[config.mk]
export PLATFORM = sky130hd
export DESIGN_NAME = uart_perip_ctrl_flat
export DESIGN_NICKNAME = d
export VERILOG_FILES = /design/src/rtl/uart_perip_ctrl_if.sv /design/src/rtl/uart_perip_ctrl.sv /design/src/flat_wrapper.sv
export SDC_FILE = /design/constraint.sdc
export NUM_CORES = 1
export LEC_CHECK = 0
export BUFFER_PORTS_ARGS = -buffer_cell sky130_fd_sc_hd__buf_2
export CORE_MARGIN = 2
export CORE_UTILIZATION = 30
export DETAILED_ROUTE_END_ITERATION = 16
export PLACE_DENSITY = 0.53
export SYNTH_ARGS = -nofsm -noshare
export SYNTH_HDL_FRONTEND = slang
export SYNTH_SLANG_ARGS = --single-unit
export TNS_END_PERCENT = 1
[constraint.sdc]
create_clock -name clk_i -period 3.7 [get_ports clk_i]
set_input_delay 0.37 -clock clk_i [delete_from_list [all_inputs] [get_ports clk_i]]
set_output_delay 0.37 -clock clk_i [all_outputs]
set_load 0.05 [all_outputs]
[src/rtl/uart_perip_ctrl_if.sv]
// Peripheral-memory port used by the UART engine: a combinational read port
// and a single full-word write port.
interface uart_perip_ctrl_if;
  logic [31:0] rdaddr_perip_o;
  logic [31:0] data_perip_i;
  logic        write_perip_o;
  logic [31:0] wraddr_perip_o;
  logic [31:0] data_perip_o;

  // UART engine side
  modport master (
    output rdaddr_perip_o,
    input  data_perip_i,
    output write_perip_o,
    output wraddr_perip_o,
    output data_perip_o
  );

  // Peripheral memory side
  modport slave (
    input  rdaddr_perip_o,
    output data_perip_i,
    input  write_perip_o,
    input  wraddr_perip_o,
    input  data_perip_o
  );
endinterface

[src/rtl/uart_perip_ctrl.sv]
// UART engine (8N1, LSB first) living behind the peripheral register memory.
// Polls CTRL/BAUD/TX_REQ/RX_ACK words and writes STATUS, RX_DATA and the
// request clears back through a single prioritised write port.
module uart_perip_ctrl #(
  parameter logic [31:0] BASE    = 32'h0,
  parameter int unsigned MIN_DIV = 4
) (
  input  logic               clk_i,
  input  logic               rst_ni,
  uart_perip_ctrl_if.master  mem,
  input  logic               uart_rx_i,
  output logic               uart_tx_o
);

  localparam logic [31:0] OFF_CTRL   = 32'h00;
  localparam logic [31:0] OFF_BAUD   = 32'h04;
  localparam logic [31:0] OFF_TXDATA = 32'h08;
  localparam logic [31:0] OFF_TXREQ  = 32'h0C;
  localparam logic [31:0] OFF_STATUS = 32'h10;
  localparam logic [31:0] OFF_RXDATA = 32'h14;
  localparam logic [31:0] OFF_RXACK  = 32'h18;
  localparam logic [15:0] MIN_DIV_W  = 16'(MIN_DIV);

  typedef enum logic [2:0] {SLOT_CTRL, SLOT_BAUD, SLOT_TXREQ, SLOT_RXACK, SLOT_TXDATA} slot_e;
  typedef enum logic [1:0] {ST_IDLE, ST_START, ST_DATA, ST_STOP} bit_fsm_e;

  slot_e       slot_q, slot_d;
  logic        tx_en_q, tx_en_d, rx_en_q, rx_en_d;
  logic [15:0] baud_q, baud_d;
  bit_fsm_e    tx_state_q, tx_state_d, rx_state_q, rx_state_d;
  logic [7:0]  tx_shift_q, tx_shift_d, rx_shift_q, rx_shift_d, rx_data_q, rx_data_d;
  logic [15:0] tx_cnt_q, tx_cnt_d, tx_div_q, tx_div_d, rx_cnt_q, rx_cnt_d, rx_div_q, rx_div_d;
  logic [2:0]  tx_bit_q, tx_bit_d, rx_bit_q, rx_bit_d;
  logic        tx_line_q, tx_line_d;
  logic        rx_s1_q, rx_s1_d, rx_s2_q, rx_s2_d, rx_prev_q, rx_prev_d;
  logic        rx_valid_q, rx_valid_d, rx_overrun_q, rx_overrun_d, frame_err_q, frame_err_d;
  logic        pend_rxdata_q, pend_rxdata_d, pend_status_q, pend_status_d;
  logic        pend_txclr_q, pend_txclr_d, pend_ackclr_q, pend_ackclr_d;

  logic [15:0] eff_div;
  logic [3:0]  status_now, status_nxt;
  logic        issue_rxdata, issue_status, issue_txclr, issue_ackclr;
  logic        start_tx, ack, deliver, stop_bad;
  logic        unused_rd_bits;

  assign eff_div        = (baud_q < MIN_DIV_W) ? MIN_DIV_W : baud_q;
  assign status_now     = {frame_err_q, rx_overrun_q, rx_valid_q, tx_state_q != ST_IDLE};
  assign uart_tx_o      = tx_line_q;
  assign unused_rd_bits = ^mem.data_perip_i[31:16];

  // Fixed-priority write arbiter: RX_DATA > STATUS > TXREQ_CLR > RXACK_CLR
  always_comb begin
    issue_rxdata = pend_rxdata_q;
    issue_status = pend_status_q & ~pend_rxdata_q;
    issue_txclr  = pend_txclr_q & ~pend_rxdata_q & ~pend_status_q;
    issue_ackclr = pend_ackclr_q & ~pend_rxdata_q & ~pend_status_q & ~pend_txclr_q;
    mem.write_perip_o  = pend_rxdata_q | pend_status_q | pend_txclr_q | pend_ackclr_q;
    mem.wraddr_perip_o = BASE + OFF_RXACK;
    mem.data_perip_o   = 32'h0;
    if (issue_rxdata) begin
      mem.wraddr_perip_o = BASE + OFF_RXDATA;
      mem.data_perip_o   = {24'h0, rx_data_q};
    end else if (issue_status) begin
      mem.wraddr_perip_o = BASE + OFF_STATUS;
      mem.data_perip_o   = {28'h0, status_now};
    end else if (issue_txclr) begin
      mem.wraddr_perip_o = BASE + OFF_TXREQ;
    end
  end

  // Read address follows the poll slot
  always_comb begin
    case (slot_q)
      SLOT_BAUD:   mem.rdaddr_perip_o = BASE + OFF_BAUD;
      SLOT_TXREQ:  mem.rdaddr_perip_o = BASE + OFF_TXREQ;
      SLOT_RXACK:  mem.rdaddr_perip_o = BASE + OFF_RXACK;
      SLOT_TXDATA: mem.rdaddr_perip_o = BASE + OFF_TXDATA;
      default:     mem.rdaddr_perip_o = BASE + OFF_CTRL;
    endcase
  end

  // Next-state logic: poll sequencer, TX/RX bit engines, status and pending flags
  always_comb begin
    slot_d = slot_q; tx_en_d = tx_en_q; rx_en_d = rx_en_q; baud_d = baud_q;
    tx_state_d = tx_state_q; tx_shift_d = tx_shift_q; tx_cnt_d = tx_cnt_q;
    tx_div_d = tx_div_q; tx_bit_d = tx_bit_q; tx_line_d = tx_line_q;
    rx_state_d = rx_state_q; rx_shift_d = rx_shift_q; rx_cnt_d = rx_cnt_q;
    rx_div_d = rx_div_q; rx_bit_d = rx_bit_q; rx_data_d = rx_data_q;
    rx_s1_d = uart_rx_i; rx_s2_d = rx_s1_q; rx_prev_d = rx_s2_q;
    rx_valid_d = rx_valid_q; rx_overrun_d = rx_overrun_q; frame_err_d = frame_err_q;
    start_tx = 1'b0; ack = 1'b0; deliver = 1'b0; stop_bad = 1'b0;
    pend_rxdata_d = pend_rxdata_q & ~issue_rxdata;
    pend_status_d = pend_status_q & ~issue_status;
    pend_txclr_d  = pend_txclr_q & ~issue_txclr;
    pend_ackclr_d = pend_ackclr_q & ~issue_ackclr;

    case (slot_q)
      SLOT_CTRL: begin
        tx_en_d = mem.data_perip_i[0];
        rx_en_d = mem.data_perip_i[1];
        slot_d  = SLOT_BAUD;
      end
      SLOT_BAUD: begin
        baud_d = mem.data_perip_i[15:0];
        slot_d = SLOT_TXREQ;
      end
      SLOT_TXREQ: begin
        // A still-queued clear means the word in memory is stale; ignore it
        if (mem.data_perip_i[0] && tx_en_q && tx_state_q == ST_IDLE && !pend_txclr_q)
          slot_d = SLOT_TXDATA;
        else
          slot_d = SLOT_RXACK;
      end
      SLOT_RXACK: begin
        ack    = mem.data_perip_i[0] & ~pend_ackclr_q;
        slot_d = SLOT_CTRL;
      end
      default: begin
        start_tx     = 1'b1;
        tx_shift_d   = mem.data_perip_i[7:0];
        pend_txclr_d = 1'b1;
        slot_d       = SLOT_CTRL;
      end
    endcase

    case (tx_state_q)
      ST_IDLE: begin
        tx_line_d = 1'b1;
        if (start_tx) begin
          tx_state_d = ST_START; tx_line_d = 1'b0;
          tx_cnt_d = 16'h0; tx_div_d = eff_div; tx_bit_d = 3'd0;
        end
      end
      ST_START: begin
        if (tx_cnt_q == tx_div_q - 16'd1) begin
          tx_cnt_d = 16'h0; tx_state_d = ST_DATA; tx_line_d = tx_shift_q[0];
        end else tx_cnt_d = tx_cnt_q + 16'd1;
      end
      ST_DATA: begin
        if (tx_cnt_q == tx_div_q - 16'd1) begin
          tx_cnt_d = 16'h0;
          if (tx_bit_q == 3'd7) begin
            tx_state_d = ST_STOP; tx_line_d = 1'b1;
          end else begin
            tx_bit_d = tx_bit_q + 3'd1;
            tx_shift_d = {1'b0, tx_shift_q[7:1]};
            tx_line_d = tx_shift_q[1];
          end
        end else tx_cnt_d = tx_cnt_q + 16'd1;
      end
      default: begin
        if (tx_cnt_q == tx_div_q - 16'd1) begin
          tx_cnt_d = 16'h0; tx_state_d = ST_IDLE;
        end else tx_cnt_d = tx_cnt_q + 16'd1;
      end
    endcase

    if (!rx_en_q) rx_state_d = ST_IDLE;
    else begin
      case (rx_state_q)
        ST_IDLE: begin
          if (rx_prev_q && !rx_s2_q) begin
            rx_state_d = ST_START; rx_cnt_d = 16'h0; rx_div_d = eff_div;
          end
        end
        ST_START: begin
          // Half-period delay lands later samples near the bit centres
          if (rx_cnt_q == (rx_div_q >> 1) - 16'd1) begin
            rx_cnt_d = 16'h0; rx_bit_d = 3'd0;
            rx_state_d = rx_s2_q ? ST_IDLE : ST_DATA;
          end else rx_cnt_d = rx_cnt_q + 16'd1;
        end
        ST_DATA: begin
          if (rx_cnt_q == rx_div_q - 16'd1) begin
            rx_cnt_d = 16'h0;
            rx_shift_d = {rx_s2_q, rx_shift_q[7:1]};
            if (rx_bit_q == 3'd7) rx_state_d = ST_STOP;
            else rx_bit_d = rx_bit_q + 3'd1;
          end else rx_cnt_d = rx_cnt_q + 16'd1;
        end
        default: begin
          if (rx_cnt_q == rx_div_q - 16'd1) begin
            rx_cnt_d = 16'h0; rx_state_d = ST_IDLE;
            deliver = 1'b1; stop_bad = ~rx_s2_q;
          end else rx_cnt_d = rx_cnt_q + 16'd1;
        end
      endcase
    end

    // Ack is applied before a same-cycle delivery so that byte is not an overrun
    if (ack) begin
      rx_valid_d = 1'b0; rx_overrun_d = 1'b0; frame_err_d = 1'b0;
      pend_status_d = 1'b1; pend_ackclr_d = 1'b1;
    end
    if (deliver) begin
      if (stop_bad) frame_err_d = 1'b1;
      if (!rx_valid_d) begin
        rx_data_d = rx_shift_q; rx_valid_d = 1'b1; pend_rxdata_d = 1'b1;
      end else rx_overrun_d = 1'b1;
    end

    status_nxt = {frame_err_d, rx_overrun_d, rx_valid_d, tx_state_d != ST_IDLE};
    if (status_nxt != status_now) pend_status_d = 1'b1;
  end

  // State registers; reset forces the TX line idle and drops queued writes
  always_ff @(posedge clk_i or negedge rst_ni) begin
    if (!rst_ni) begin
      slot_q <= SLOT_CTRL; tx_en_q <= 1'b0; rx_en_q <= 1'b0; baud_q <= 16'h0;
      tx_state_q <= ST_IDLE; tx_shift_q <= 8'h0; tx_cnt_q <= 16'h0;
      tx_div_q <= 16'h0; tx_bit_q <= 3'd0; tx_line_q <= 1'b1;
      rx_state_q <= ST_IDLE; rx_shift_q <= 8'h0; rx_cnt_q <= 16'h0;
      rx_div_q <= 16'h0; rx_bit_q <= 3'd0; rx_data_q <= 8'h0;
      rx_s1_q <= 1'b1; rx_s2_q <= 1'b1; rx_prev_q <= 1'b1;
      rx_valid_q <= 1'b0; rx_overrun_q <= 1'b0; frame_err_q <= 1'b0;
      pend_rxdata_q <= 1'b0; pend_status_q <= 1'b0;
      pend_txclr_q <= 1'b0; pend_ackclr_q <= 1'b0;
    end else begin
      slot_q <= slot_d; tx_en_q <= tx_en_d; rx_en_q <= rx_en_d; baud_q <= baud_d;
      tx_state_q <= tx_state_d; tx_shift_q <= tx_shift_d; tx_cnt_q <= tx_cnt_d;
      tx_div_q <= tx_div_d; tx_bit_q <= tx_bit_d; tx_line_q <= tx_line_d;
      rx_state_q <= rx_state_d; rx_shift_q <= rx_shift_d; rx_cnt_q <= rx_cnt_d;
      rx_div_q <= rx_div_d; rx_bit_q <= rx_bit_d; rx_data_q <= rx_data_d;
      rx_s1_q <= rx_s1_d; rx_s2_q <= rx_s2_d; rx_prev_q <= rx_prev_d;
      rx_valid_q <= rx_valid_d; rx_overrun_q <= rx_overrun_d; frame_err_q <= frame_err_d;
      pend_rxdata_q <= pend_rxdata_d; pend_status_q <= pend_status_d;
      pend_txclr_q <= pend_txclr_d; pend_ackclr_q <= pend_ackclr_d;
    end
  end

endmodule

[src/flat_wrapper.sv]
// flat-port wrapper written by rule: the top's interface ports become plain ports
module uart_perip_ctrl_flat 
#(
  parameter logic [31:0] BASE    = 32'h0,
  parameter int unsigned MIN_DIV = 4
)
  (clk_i, rst_ni, uart_rx_i, uart_tx_o, mem_rdaddr_perip_o, mem_data_perip_i, mem_write_perip_o, mem_wraddr_perip_o, mem_data_perip_o);
  uart_perip_ctrl_if mem_i ();
  input  logic clk_i;
  input  logic rst_ni;
  input  logic uart_rx_i;
  output logic uart_tx_o;
  output wire logic [$bits(mem_i.rdaddr_perip_o)-1:0] mem_rdaddr_perip_o;
  input wire logic [$bits(mem_i.data_perip_i)-1:0] mem_data_perip_i;
  output wire logic [$bits(mem_i.write_perip_o)-1:0] mem_write_perip_o;
  output wire logic [$bits(mem_i.wraddr_perip_o)-1:0] mem_wraddr_perip_o;
  output wire logic [$bits(mem_i.data_perip_o)-1:0] mem_data_perip_o;
  assign mem_rdaddr_perip_o = mem_i.rdaddr_perip_o;
  assign mem_i.data_perip_i = mem_data_perip_i;
  assign mem_write_perip_o = mem_i.write_perip_o;
  assign mem_wraddr_perip_o = mem_i.wraddr_perip_o;
  assign mem_data_perip_o = mem_i.data_perip_o;
  uart_perip_ctrl #(.BASE(BASE), .MIN_DIV(MIN_DIV)) u_core (.clk_i(clk_i), .rst_ni(rst_ni), .mem(mem_i), .uart_rx_i(uart_rx_i), .uart_tx_o(uart_tx_o));
endmodule
==> metrics.txt, run 1 <==
First DRT Iteration DRCs=363; post-route fraction of the period consumed by the critical path=92.3%; total die area=28500 µm²; number of search-and-repair iterations in the first detailed-routing pass=5; clock slew seen by the registers of the worst setup and hold paths=0.06 ns; number of unique standard cell types used by synthesis=78; height of the chip=169 µm; biggest fanout along the worst timing path=14; Core Footprint=26800 µm²; layout net count=924; Post-route DRC=0; Die X=169 µm; DRT antenna net count=0; share of post-route cells with drive strength above 1=19.8%; setup_tns=0 ns; sequential cell fraction of total power=35.1%; reported net switching power=2.77 mW; async set-or-reset flop fraction in the synthesized netlist=100%; worst slack on hold paths=0.0455 ns; Yosys reg bits=130; crit path kind=flip-flop to flip-flop; number of setup buffers added after CTS=0; result of the run=finished clean; Clk network pwr share=25.6%; pin count of the biggest net entering global routing=75; peak clock frequency supported by timing=0.293 GHz; most frequent cells after synthesis=sky130_fd_sc_hd__dfrtp_1 (126), sky130_fd_sc_hd__buf_4 (82), sky130_fd_sc_hd__nand2_1 (67); clock net sink count=130; critical path data required time=3.99 ns; TritonCTS clock tree=built; clock root buffer master=sky130_fd_sc_hd__clkbuf_16; number of primary I/O pins=133; vias per cell=4.73; Max Buffers Root-to-Sink=2; Worst Max-Slew Pin Slew=0.814 ns; setup slack, reg-to-reg=0.28 ns; antenna fix cells=0; largest voltage drop on the vdd net=521 µV; count of endpoints failing setup in the final report=0; final hold violation count=0; total half-perimeter wirelength after legalization and detailed placement=12400 µm; average wire length per cell after detail routing=14.0 µm; fin crit period=3.42 ns; synthesized area per cell=9.65 µm²; count of H-tree levels built during CTS=4; share of the synthesized area in the top cell type=38.7%; final slew viol count=0; effective utilization at floorplan=30.4%; TritonCTS Buffers=17; number of global-route vias before repair=5374; overall routed net length=17300 µm; Slew Limit Headroom=45.3%; clock latency of the later-clocked register in the worst-skew pair=0.42 ns; RSZ-0062 raised after global routing=false; Area Growth Syn to Fin=10.8%; WP data arrival=3.71 ns; placed cell area=8410 µm²; antenna violations before repair=0; RePlAce Congestion=0.813; internal power consumption=4.05 mW; largest area contributor in the netlist=sky130_fd_sc_hd__dfrtp_1; total power density per cell area=756 nW/µm²; leakage power total=3.96 nW; count of flip-flops with a built-in enable after synthesis=0; Cells after Synth=844; combinational share of power=39.4%; share of synthesized area occupied by flip-flops and latches=40.0%; cell types occupying the most area after synthesis=sky130_fd_sc_hd__dfrtp_1 (39%), sky130_fd_sc_hd__mux2_2 (8.4%), sky130_fd_sc_hd__buf_4 (7.6%), sky130_fd_sc_hd__xnor2_1 (3.8%), sky130_fd_sc_hd__xor2_1 (3.8%); number of maximum-capacitance constraint violations=0; number of core rows=60; wire length of the first global-routing pass=28500 µm; proportion of total power due to net switching=40.7%; remaining global-route overflow=0; number of vias after detailed routing=5820; Top FF cell, synth=sky130_fd_sc_hd__dfrtp_1; total number of yosys warnings=0; post-synthesis cell area=8140 µm²; total of buffers placed on input and output ports=34; crit end category=flip-flop; count leader, synth=sky130_fd_sc_hd__dfrtp_1; GRT Resource Usage Total=12.5%; worst hold path type=input pin to flip-flop; fin area=9020 µm²; worst setup skew after layout=0.00861 ns; startpoint class of the critical path=flip-flop
[metal layers]
metal  global-route usage (%)  vias to the layer above  share of wire, %
met5                        0                        -                 0
met4                     4.39                        0               1.3
met3                     2.60                       17               4.8
met2                     19.2                      157                45
met1                     17.5                     2777                49
li1                         -                     2869                 -
[repair_timing]
| item | 4_1_cts | 5_1_grt |
|---|---|---|
| hold buffers | 1 | 0 |
| resized for setup | 0 | 0 |
| endpoints found under the setup margin | 0 | 0 |
| endpoints found under the hold margin | 2 | 0 |
[critical path, stage by stage, from the launching register on]
cell,delay [ns]
sky130_fd_sc_hd__dfrtp_1,0.49
sky130_fd_sc_hd__or4_4,0.61
sky130_fd_sc_hd__nand4bb_4,0.25
sky130_fd_sc_hd__or4b_1,0.49
sky130_fd_sc_hd__o211ai_1,0.10
sky130_fd_sc_hd__mux2i_1,0.12
sky130_fd_sc_hd__or4_4,0.58
sky130_fd_sc_hd__a21o_4,0.27
sky130_fd_sc_hd__nor2_8,0.24
sky130_fd_sc_hd__o32ai_1,0.12
[worst paths after layout]
kind	startpoint	cells past startpoint	to
hold reg to reg	u_core.rx_s1_q	0	u_core.rx_prev_d
max in group asynchronous	rst_ni	3	u_core.uart_tx_o
setup / recovery	u_core.rx_div_q[4]	9	u_core.rx_cnt_q[3]
setup reg to reg	u_core.rx_div_q[4]	9	u_core.rx_cnt_q[3]
min in group asynchronous	rst_ni	2	u_core.rx_data_q[0]
hold / removal	uart_rx_i	1	u_core.rx_s1_q
[layout by cell type, fill, tap and decap left out, types with 5 or more instances in the layout]
cell | synthesis | layout
sky130_fd_sc_hd__xor2_1 | 35 | 35
sky130_fd_sc_hd__buf_4 | 82 | 22
sky130_fd_sc_hd__mux2i_1 | 12 | 12
sky130_fd_sc_hd__a21oi_1 | 23 | 23
sky130_fd_sc_hd__ha_1 | 13 | 13
sky130_fd_sc_hd__o31ai_1 | 8 | 8
sky130_fd_sc_hd__o21ai_0 | 56 | 56
sky130_fd_sc_hd__dfrtp_1 | 126 | 126
sky130_fd_sc_hd__nand2b_1 | 19 | 19
sky130_fd_sc_hd__nor2b_1 | 10 | 10
sky130_fd_sc_hd__buf_2 | 4 | 33
sky130_fd_sc_hd__mux2_2 | 61 | 61
sky130_fd_sc_hd__nor2_1 | 41 | 41
sky130_fd_sc_hd__nor4_1 | 11 | 11
sky130_fd_sc_hd__clkbuf_16 | 0 | 17
sky130_fd_sc_hd__inv_1 | 19 | 19
sky130_fd_sc_hd__nand2_1 | 67 | 67
sky130_fd_sc_hd__nand4_1 | 15 | 15
sky130_fd_sc_hd__a211oi_1 | 5 | 5
sky130_fd_sc_hd__a22o_1 | 5 | 5
sky130_fd_sc_hd__and3_1 | 13 | 13
sky130_fd_sc_hd__nand3_1 | 24 | 24
sky130_fd_sc_hd__xnor2_1 | 35 | 35
sky130_fd_sc_hd__nor2_2 | 10 | 10
sky130_fd_sc_hd__conb_1 | 1 | 82
sky130_fd_sc_hd__nor3_1 | 21 | 21
sky130_fd_sc_hd__and2_1 | 7 | 7
[cells by family after synthesis]
group           Yosys count  share of synthesized area [%]
compound gates          140                           11.2
buf+inv                 144                           10.8
simple gates            273                           18.5
fa+ha+maj                13                           2.00
mux                      73                           9.91
other cells               1                         0.0461
flops                   130                           40.0
xor+xnor                 70                           7.53
[layout make-up]
class,count,area [µm²]
clock buffer,17,425
clock inverter,15,180
inverter,19,71.3
tap,341,427
timing repair buffer,57,352
fill,2744,17800
sequential,130,3260
multi-input combinational,651,4310
[power by group through the flow]
stage / Combinational, mW / Sequential (mW) / Clock [mW]
finish: 2.68 / 2.39 / 1.74
detailed placement: 2.68 / 2.42 / 0
global placement: 2.66 / 2.42 / 0
global route: 2.97 / 2.48 / 1.85
CTS: 2.70 / 2.40 / 1.79
floorplan: 2.37 / 2.14 / 0
[sequential cells by signal, indices dropped and copies added, names as in the netlist, 2 cells and up]
signal             cells
u_core.tx_cnt_q       16
u_core.rx_bit_q        3
u_core.tx_state_q      2
u_core.tx_bit_q        3
u_core.tx_div_q       16
u_core.rx_div_q       16
u_core.rx_data_q       8
u_core.rx_state_q      2
u_core.rx_shift_q      8
u_core.slot_q          3
u_core.baud_q         16
u_core.tx_shift_q      8
u_core.rx_cnt_q       16
[metrics by stage]
| step | total power, mW | worst slack (ns) | util (%) | std cells |
|---|---|---|---|---|
| after global routing | 7.30 | 0.00170 | 33.7 | 1230 |
| after detailed placement | 5.10 | 0.259 | 31.4 | 1197 |
| final | 6.82 | 0.284 | 33.7 | 1230 |
| after CTS | 6.89 | 0.243 | 33.7 | 1230 |
| after floorplan | 4.51 | 0.555 | - | 925 |
| after global placement | 5.07 | 0.321 | 31.4 | 1197 |
No activity file was read; power rests on OpenSTA's default activity.
==> run 2, diff against run 1 <==
--- a/config.mk
+++ b/config.mk
@@ -6,9 +6,10 @@
 export NUM_CORES = 1
 export LEC_CHECK = 0
 export BUFFER_PORTS_ARGS = -buffer_cell sky130_fd_sc_hd__buf_2
-export CORE_MARGIN = 2
+export CORE_MARGIN = 5
 export CORE_UTILIZATION = 30
 export DETAILED_ROUTE_END_ITERATION = 16
+export GPL_ROUTABILITY_DRIVEN = 0
 export PLACE_DENSITY = 0.53
 export SYNTH_ARGS = -nofsm -noshare
 export SYNTH_HDL_FRONTEND = slang
==> run 2 against run 1 <==
Against the previous run:
- worst setup slack improved by 0.025 ns
- clock skew rose by 0.0029 ns
- critical path depth rose by 1
- hold slack got worse by 0.029 ns
- routed wire length rose by 0.71%
- largest cell class unchanged
- count of clock-buffer cells in the layout rose by 1
- cell count barely moved
==> metrics.txt, run 2 (same netlist as run 1, synthesis figures left out) <==
number of core rows=60 (unchanged); total half-perimeter wirelength after legalization and detailed placement=12500 µm (+0.70%); Register-to-Register Path Depth=10 (+1); cell with the largest stage delay on the worst path=sky130_fd_sc_hd__or4b_2; fillers=2755 (+0.40%); pin count of the biggest net entering global routing=97 (+29%); Die X=175 µm (+3.6%); critical path data required time=4.01 ns (+0.02 ns); clock root buffer master=sky130_fd_sc_hd__clkbuf_16; Area Growth Syn to Fin=10.6%; DRT antenna net count=0 (unchanged); result of the run=finished clean; fin crit period=3.39 ns (-0.0253 ns); Post-route DRC=0 (unchanged); vias per cell=4.79 (+1.3%); clock latency of the later-clocked register in the worst-skew pair=0.42 ns (about the same); total of buffers placed on input and output ports=34 (unchanged); height of the chip=175 µm (+3.6%); crit path kind=flip-flop to flip-flop; number of buffers and inverters on the critical path=1 (+1); count of endpoints failing setup in the final report=0 (unchanged); Sequential cell area=3260 µm² (unchanged); share of post-route cells with drive strength above 1=20.0% (+0.20 points); reported net switching power=2.81 mW (+1.4%); number of setup buffers added after CTS=0 (unchanged); CP cell instances=inv_1 -> ha_1 -> or4b_2 -> o21ai_0 -> a21oi_1 -> a311oi_1 -> o2111a_1 -> nand4_1 -> a21oi_4 -> mux2_2; crit-path leading delay family=compound AO/OA/AOI/OAI gates; Slew Limit Headroom=41.0% (-4.3 points); Clk network pwr share=24.8% (-0.8 points); clock slew seen by the registers of the worst setup and hold paths=0.07 ns (about the same); total die area=30500 µm² (+7.2%); number of global-route vias before repair=5487 (+2.1%); count of hold-fix buffers inserted at cts=0 (-1); most common library cell in the layout ignoring fill and taps=sky130_fd_sc_hd__dfrtp_1; crit end category=flip-flop; highest-count cells in the layout ignoring fill and taps=sky130_fd_sc_hd__dfrtp_1 (126), sky130_fd_sc_hd__conb_1 (82), sky130_fd_sc_hd__nand2_1 (67); final slew viol count=0 (unchanged); TritonCTS clock tree=built; post-CTS resize count=0 (unchanged); leakage power total=3.95 nW (-0.32%); setup_tns=0 ns (unchanged); number of vias after detailed routing=5899 (+1.4%); effective utilization at floorplan=30.4% (unchanged); Worst Max-Slew Pin Slew=0.885 ns (+0.0703 ns); layout net count=925 (+0.11%); Max Buffers Root-to-Sink=2 (unchanged); worst setup skew after layout=0.0115 ns (+0.00291 ns); GRT Resource Usage Total=11.4% (-1.1 points); footprint of the multi-input gates=4310 µm² (unchanged); number of primary I/O pins=133 (unchanged); final standard cell utilization of the core=33.6% (-0.070 points); total power density per cell area=751 nW/µm² (-0.64%); Critical Path Max Stage Delay=0.61 ns (about the same); antenna violations before repair=0 (unchanged); biggest fanout along the worst timing path=8 (-6); sequential cell fraction of total power=35.2% (about the same); RSZ-0062 raised after global routing=false; overall routed net length=17400 µm (+0.71%); clock net sink count=130 (unchanged); First DRT Iteration DRCs=293 (-19%); Post-Place Setup Slack=0.336 ns (+0.0767 ns); worst slack on hold paths=0.0163 ns (-0.0292 ns); proportion of total power due to net switching=41.6% (+0.90 points); slack of the critical path=0.310 ns (+0.0253 ns); startpoint class of the critical path=flip-flop; fin area=9000 µm² (-0.21%); average wire length per cell after detail routing=14.1 µm (+0.63%); antenna fix cells=0 (unchanged); worst hold path type=input pin to asynchronous set/reset pin; number of search-and-repair iterations in the first detailed-routing pass=6 (+1); number of maximum-capacitance constraint violations=0 (unchanged); placed cell area=8420 µm² (+0.18%); remaining global-route overflow=0 (unchanged); internal power consumption=3.95 mW (-2.4%); wire length of the first global-routing pass=28800 µm (+1.3%); Core Footprint=26800 µm² (unchanged); final hold violation count=0 (unchanged); TritonCTS Buffers=17 (unchanged); WP data arrival=3.70 ns (about the same); post-route fraction of the period consumed by the critical path=91.6% (-0.68 points); combinational share of power=40.0% (+0.6 points); count of H-tree levels built during CTS=4 (unchanged); peak clock frequency supported by timing=0.295 GHz (+0.75%); largest voltage drop on the vdd net=534 µV (+2.6%); number of cells on the critical path=10 (+1)
run 2: cell count changes in the layout (fill, tap and decap cells not counted), sizes merged:
cell	before	now
clkinvlp	2	3
bufinv	3	1
clkbuf	17	18
buf	56	58
inv	24	27
clkinv	5	2
dlygate4sd3	1	0
run 2: area by class of cell:
cell class | instances | share of cell area [%]
Clock buffer | 18 | 4.88
Clock inverter | 14 | 1.58
Inverter | 19 | 0.792
Multi-Input combinational cell | 651 | 47.9
Sequential cell | 130 | 36.2
Tap cell | 341 | 4.74
Timing Repair Buffer | 58 | 3.96
run 2: power groups by stage:
stage               clock network [mW]  logic, mW  registers (mW)
finish                            1.68       2.70            2.38
global route                      1.79       2.99            2.48
CTS                               1.72       2.72            2.39
detailed placement                   0       2.70            2.41
global placement                     0       2.68            2.41
floorplan                            0       2.37            2.14
run 2: per-layer routing:
| layer | vias up | global-route usage, % | part of all wire (%) |
|---|---|---|---|
| met5 | - | 0 | 0 |
| met1 | 2854 | 16.7 | 51 |
| met3 | 14 | 2.55 | 4.3 |
| met2 | 143 | 17.0 | 44 |
| li1 | 2888 | - | - |
| met4 | 0 | 3.04 | 1.1 |
run 2: worst paths after layout:
kind                       slack [ns]                   to               start
setup / recovery                 0.31  u_core.rx_data_q[7]  u_core.rx_div_q[1]
hold / removal                   0.02  u_core.rx_data_q[5]              rst_ni
setup reg to reg                 0.31  u_core.rx_data_q[7]  u_core.rx_div_q[1]
hold reg to reg                  0.36     u_core.rx_prev_d      u_core.rx_s1_q
max in group asynchronous        2.80   u_core.rx_cnt_q[8]              rst_ni
min in group clk_i               0.04       u_core.rx_s1_q           uart_rx_i
run 2: stage by stage:
step	power (mW)	cells
6_report	6.76	1231
5_1_grt	7.25	1231
4_1_cts	6.83	1231
3_5_place_dp	5.11	1199
3_3_place_gp	5.09	1199
2_1_floorplan	4.51	925
==> run 3, diff against run 2 <==
==> constraint.sdc (replaced) <==
create_clock -name clk_i -period 3.58 [get_ports clk_i]
set_input_delay 0.358 -clock clk_i [delete_from_list [all_inputs] [get_ports clk_i]]
set_output_delay 0.358 -clock clk_i [all_outputs]
set_load 0.05 [all_outputs]
==> run 3 against run 2 <==
Against the previous run:
- the run now ends with hold timing left
- cell count rose by 0.57%
- die area stayed put
- via count about the same
- global-route usage is 0.12 points higher
- fmax fell by 0.30%
- count of clock-buffer cells in the layout fell by 1
- worst setup slack got worse by 0.13 ns
- register-to-register slack worse by 0.13 ns
- final area is 1.3% higher
- sequential share of layout area is 0.47 points lower
- critical path type unchanged
- highest routed layer unchanged
==> metrics.txt, run 3 (same netlist as run 1, synthesis figures left out) <==
result of the run=complete, but fails checks; violations in the final reports=hold timing; Post-route DRC=0 (unchanged); total of buffers placed on input and output ports=34 (unchanged); Core Footprint=26800 µm² (unchanged); number of global-route vias before repair=5667 (+3.3%); TritonCTS clock tree=built; clock slew seen by the registers of the worst setup and hold paths=0.07 ns (about the same); number of vias after detailed routing=5901 (+0.034%); peak clock frequency supported by timing=0.294 GHz (-0.30%); critical path data required time=3.94 ns (-0.07 ns); remaining global-route overflow=0 (unchanged); effective utilization at floorplan=30.4% (unchanged); count of endpoints failing setup in the final report=0 (unchanged); worst hold path type=input pin to asynchronous set/reset pin; final slew viol count=0 (unchanged); number of core rows=60 (unchanged); number of search-and-repair iterations in the first detailed-routing pass=5 (-1); GRT Resource Usage Total=11.5% (+0.12 points); fin area=9120 µm² (+1.3%); overall routed net length=17800 µm (+2.4%); post-route fraction of the period consumed by the critical path=95.0% (+3.4 points); wire length of the first global-routing pass=29100 µm (+1.1%); total half-perimeter wirelength after legalization and detailed placement=12700 µm (+1.4%); crit path kind=flip-flop to flip-flop; highest-count cells in the layout ignoring fill and taps=sky130_fd_sc_hd__dfrtp_1 (126), sky130_fd_sc_hd__conb_1 (82), sky130_fd_sc_hd__nand2_1 (67); most common library cell in the layout ignoring fill and taps=sky130_fd_sc_hd__dfrtp_1; clock latency of the later-clocked register in the worst-skew pair=0.43 ns (about the same); slack of the critical path=0.179 ns (-0.130 ns); Crit Reg-Reg Startpoint=u_core.tx_div_q[0]; antenna fix cells=0 (unchanged); capture point of the critical path=u_core.tx_bit_q[1]; met2 demand-to-capacity share in global routing=17.2% (+0.19 points); clock root buffer master=sky130_fd_sc_hd__clkbuf_16; worst slack on hold paths=-0.0130 ns (-0.0293 ns); pin count of the biggest net entering global routing=88 (-9.3%); Worst Max-Slew Pin Slew=0.813 ns (-0.0718 ns); layout net count=932 (+0.76%); vias per cell=4.77 (-0.53%); antenna violations before repair=0 (unchanged); Register-to-Register Path Depth=11 (+1); Die X=175 µm (unchanged); height of the chip=175 µm (unchanged); final standard cell utilization of the core=34.0% (+0.44 points); worst setup skew after layout=0.0172 ns (+0.00569 ns); startpoint of the worst setup timing path=u_core.tx_div_q[0]; Area Growth Syn to Fin=12.1%; leakage power total=4.01 nW (+1.5%); fin crit period=3.40 ns (+0.0103 ns); largest voltage drop on the vdd net=443 µV (-17%); setup_tns=0 ns (unchanged); total die area=30500 µm² (unchanged); biggest fanout along the worst timing path=15 (+7); startpoint class of the critical path=flip-flop; Tot Pwr=7.20 mW (+6.4%); Post-Place Setup Slack=0.200 ns (-0.136 ns); count of H-tree levels built during CTS=4 (unchanged); total power density per cell area=789 nW/µm² (+5.0%); final hold violation count=7 (+7); number of maximum-capacitance constraint violations=0 (unchanged); fillers=2729 (-0.94%); placed cell area=8480 µm² (+0.68%); R2R Path End=u_core.tx_bit_q[1]; WP data arrival=3.76 ns (+0.06 ns); highest-utilization routing layer at the global route stage=met2; TritonCTS Buffers=17 (unchanged); DRT antenna net count=0 (unchanged); Max Buffers Root-to-Sink=2 (unchanged); average wire length per cell after detail routing=14.4 µm (+1.8%); Slew Limit Headroom=45.8% (+4.8 points); First DRT Iteration DRCs=267 (-8.9%); clock net sink count=130 (unchanged); GR met1 Demand/Resource=16.5% (-0.21 points); GR Layer Usage met3=2.66% (+0.11 points); share of post-route cells with drive strength above 1=20.7% (+0.74 points); crit end category=flip-flop; number of primary I/O pins=133 (unchanged); setup slack, reg-to-reg=0.18 ns (-0.13 ns)
## run 3: report_power, final
part / switching [mW] / internal [mW] / total (mW)
clock: 0.734 / 1.12 / 1.85
sequential: 0.549 / 1.89 / 2.44
combinational: 1.66 / 1.25 / 2.91
## run 3: how the worst min path moves through the flow
stage | start | to | slack, ns | cells after the start
after CTS | uart_rx_i | u_core.rx_s1_q | 0.01 | 1
after detailed placement | u_core.rx_s1_q | u_core.rx_prev_d | 0.35 | 0
after global routing | uart_rx_i | u_core.rx_s1_q | 0.01 | 1
after global placement | u_core.rx_s1_q | u_core.rx_prev_d | 0.35 | 0
after floorplan | rst_ni | u_core.baud_q[0] | 0.06 | 0
final | rst_ni | u_core.rx_shift_q[5] | -0.01 | 1
## run 3: per-stage QoR
stage / hold WS (ns) / cells
6_report: -0.0130 / 1238
5_1_grt: 0.0147 / 1238
4_1_cts: 0.0106 / 1237
3_5_place_dp: 0.347 / 1205
3_3_place_gp: 0.345 / 1205
2_1_floorplan: 0.0624 / 925
## run 3: worst max-delay path, stage by stage, from the launching register on
cell and delay [ns]:
sky130_fd_sc_hd__dfrtp_1 0.42, sky130_fd_sc_hd__inv_1 0.08, sky130_fd_sc_hd__ha_1 0.26, sky130_fd_sc_hd__nor4b_4 0.27
sky130_fd_sc_hd__nand4_1 0.21, sky130_fd_sc_hd__or3b_2 0.51, sky130_fd_sc_hd__a211oi_1 0.37, sky130_fd_sc_hd__nor3_2 0.18
sky130_fd_sc_hd__or3b_1 0.50, sky130_fd_sc_hd__buf_4 0.22, sky130_fd_sc_hd__o21ai_0 0.18, sky130_fd_sc_hd__a22o_1 0.16
## run 3: timing repair
action | in CTS | in global routing
endpoints found under the setup margin | 0 | 3
buffers inserted | 0 | 1
resized for setup | 0 | 2
hold buffers | 0 | 0
## run 3: cell type report
type / count / area [µm²] / area share (%)
clock inverter: 15 / 196 / 2.15
inverter: 19 / 71.3 / 0.782
tap: 341 / 427 / 4.68
timing repair buffer: 65 / 422 / 4.62
clock buffer: 17 / 425 / 4.66
multi-input combinational: 651 / 4320 / 47.4
sequential: 130 / 3260 / 35.7
## run 3: routing by layer
metal  vias up  wire, µm
met3        19       841
met5         -         0
met4         0       248
met1      2847      8980
met2       146      7730
li1       2889         -
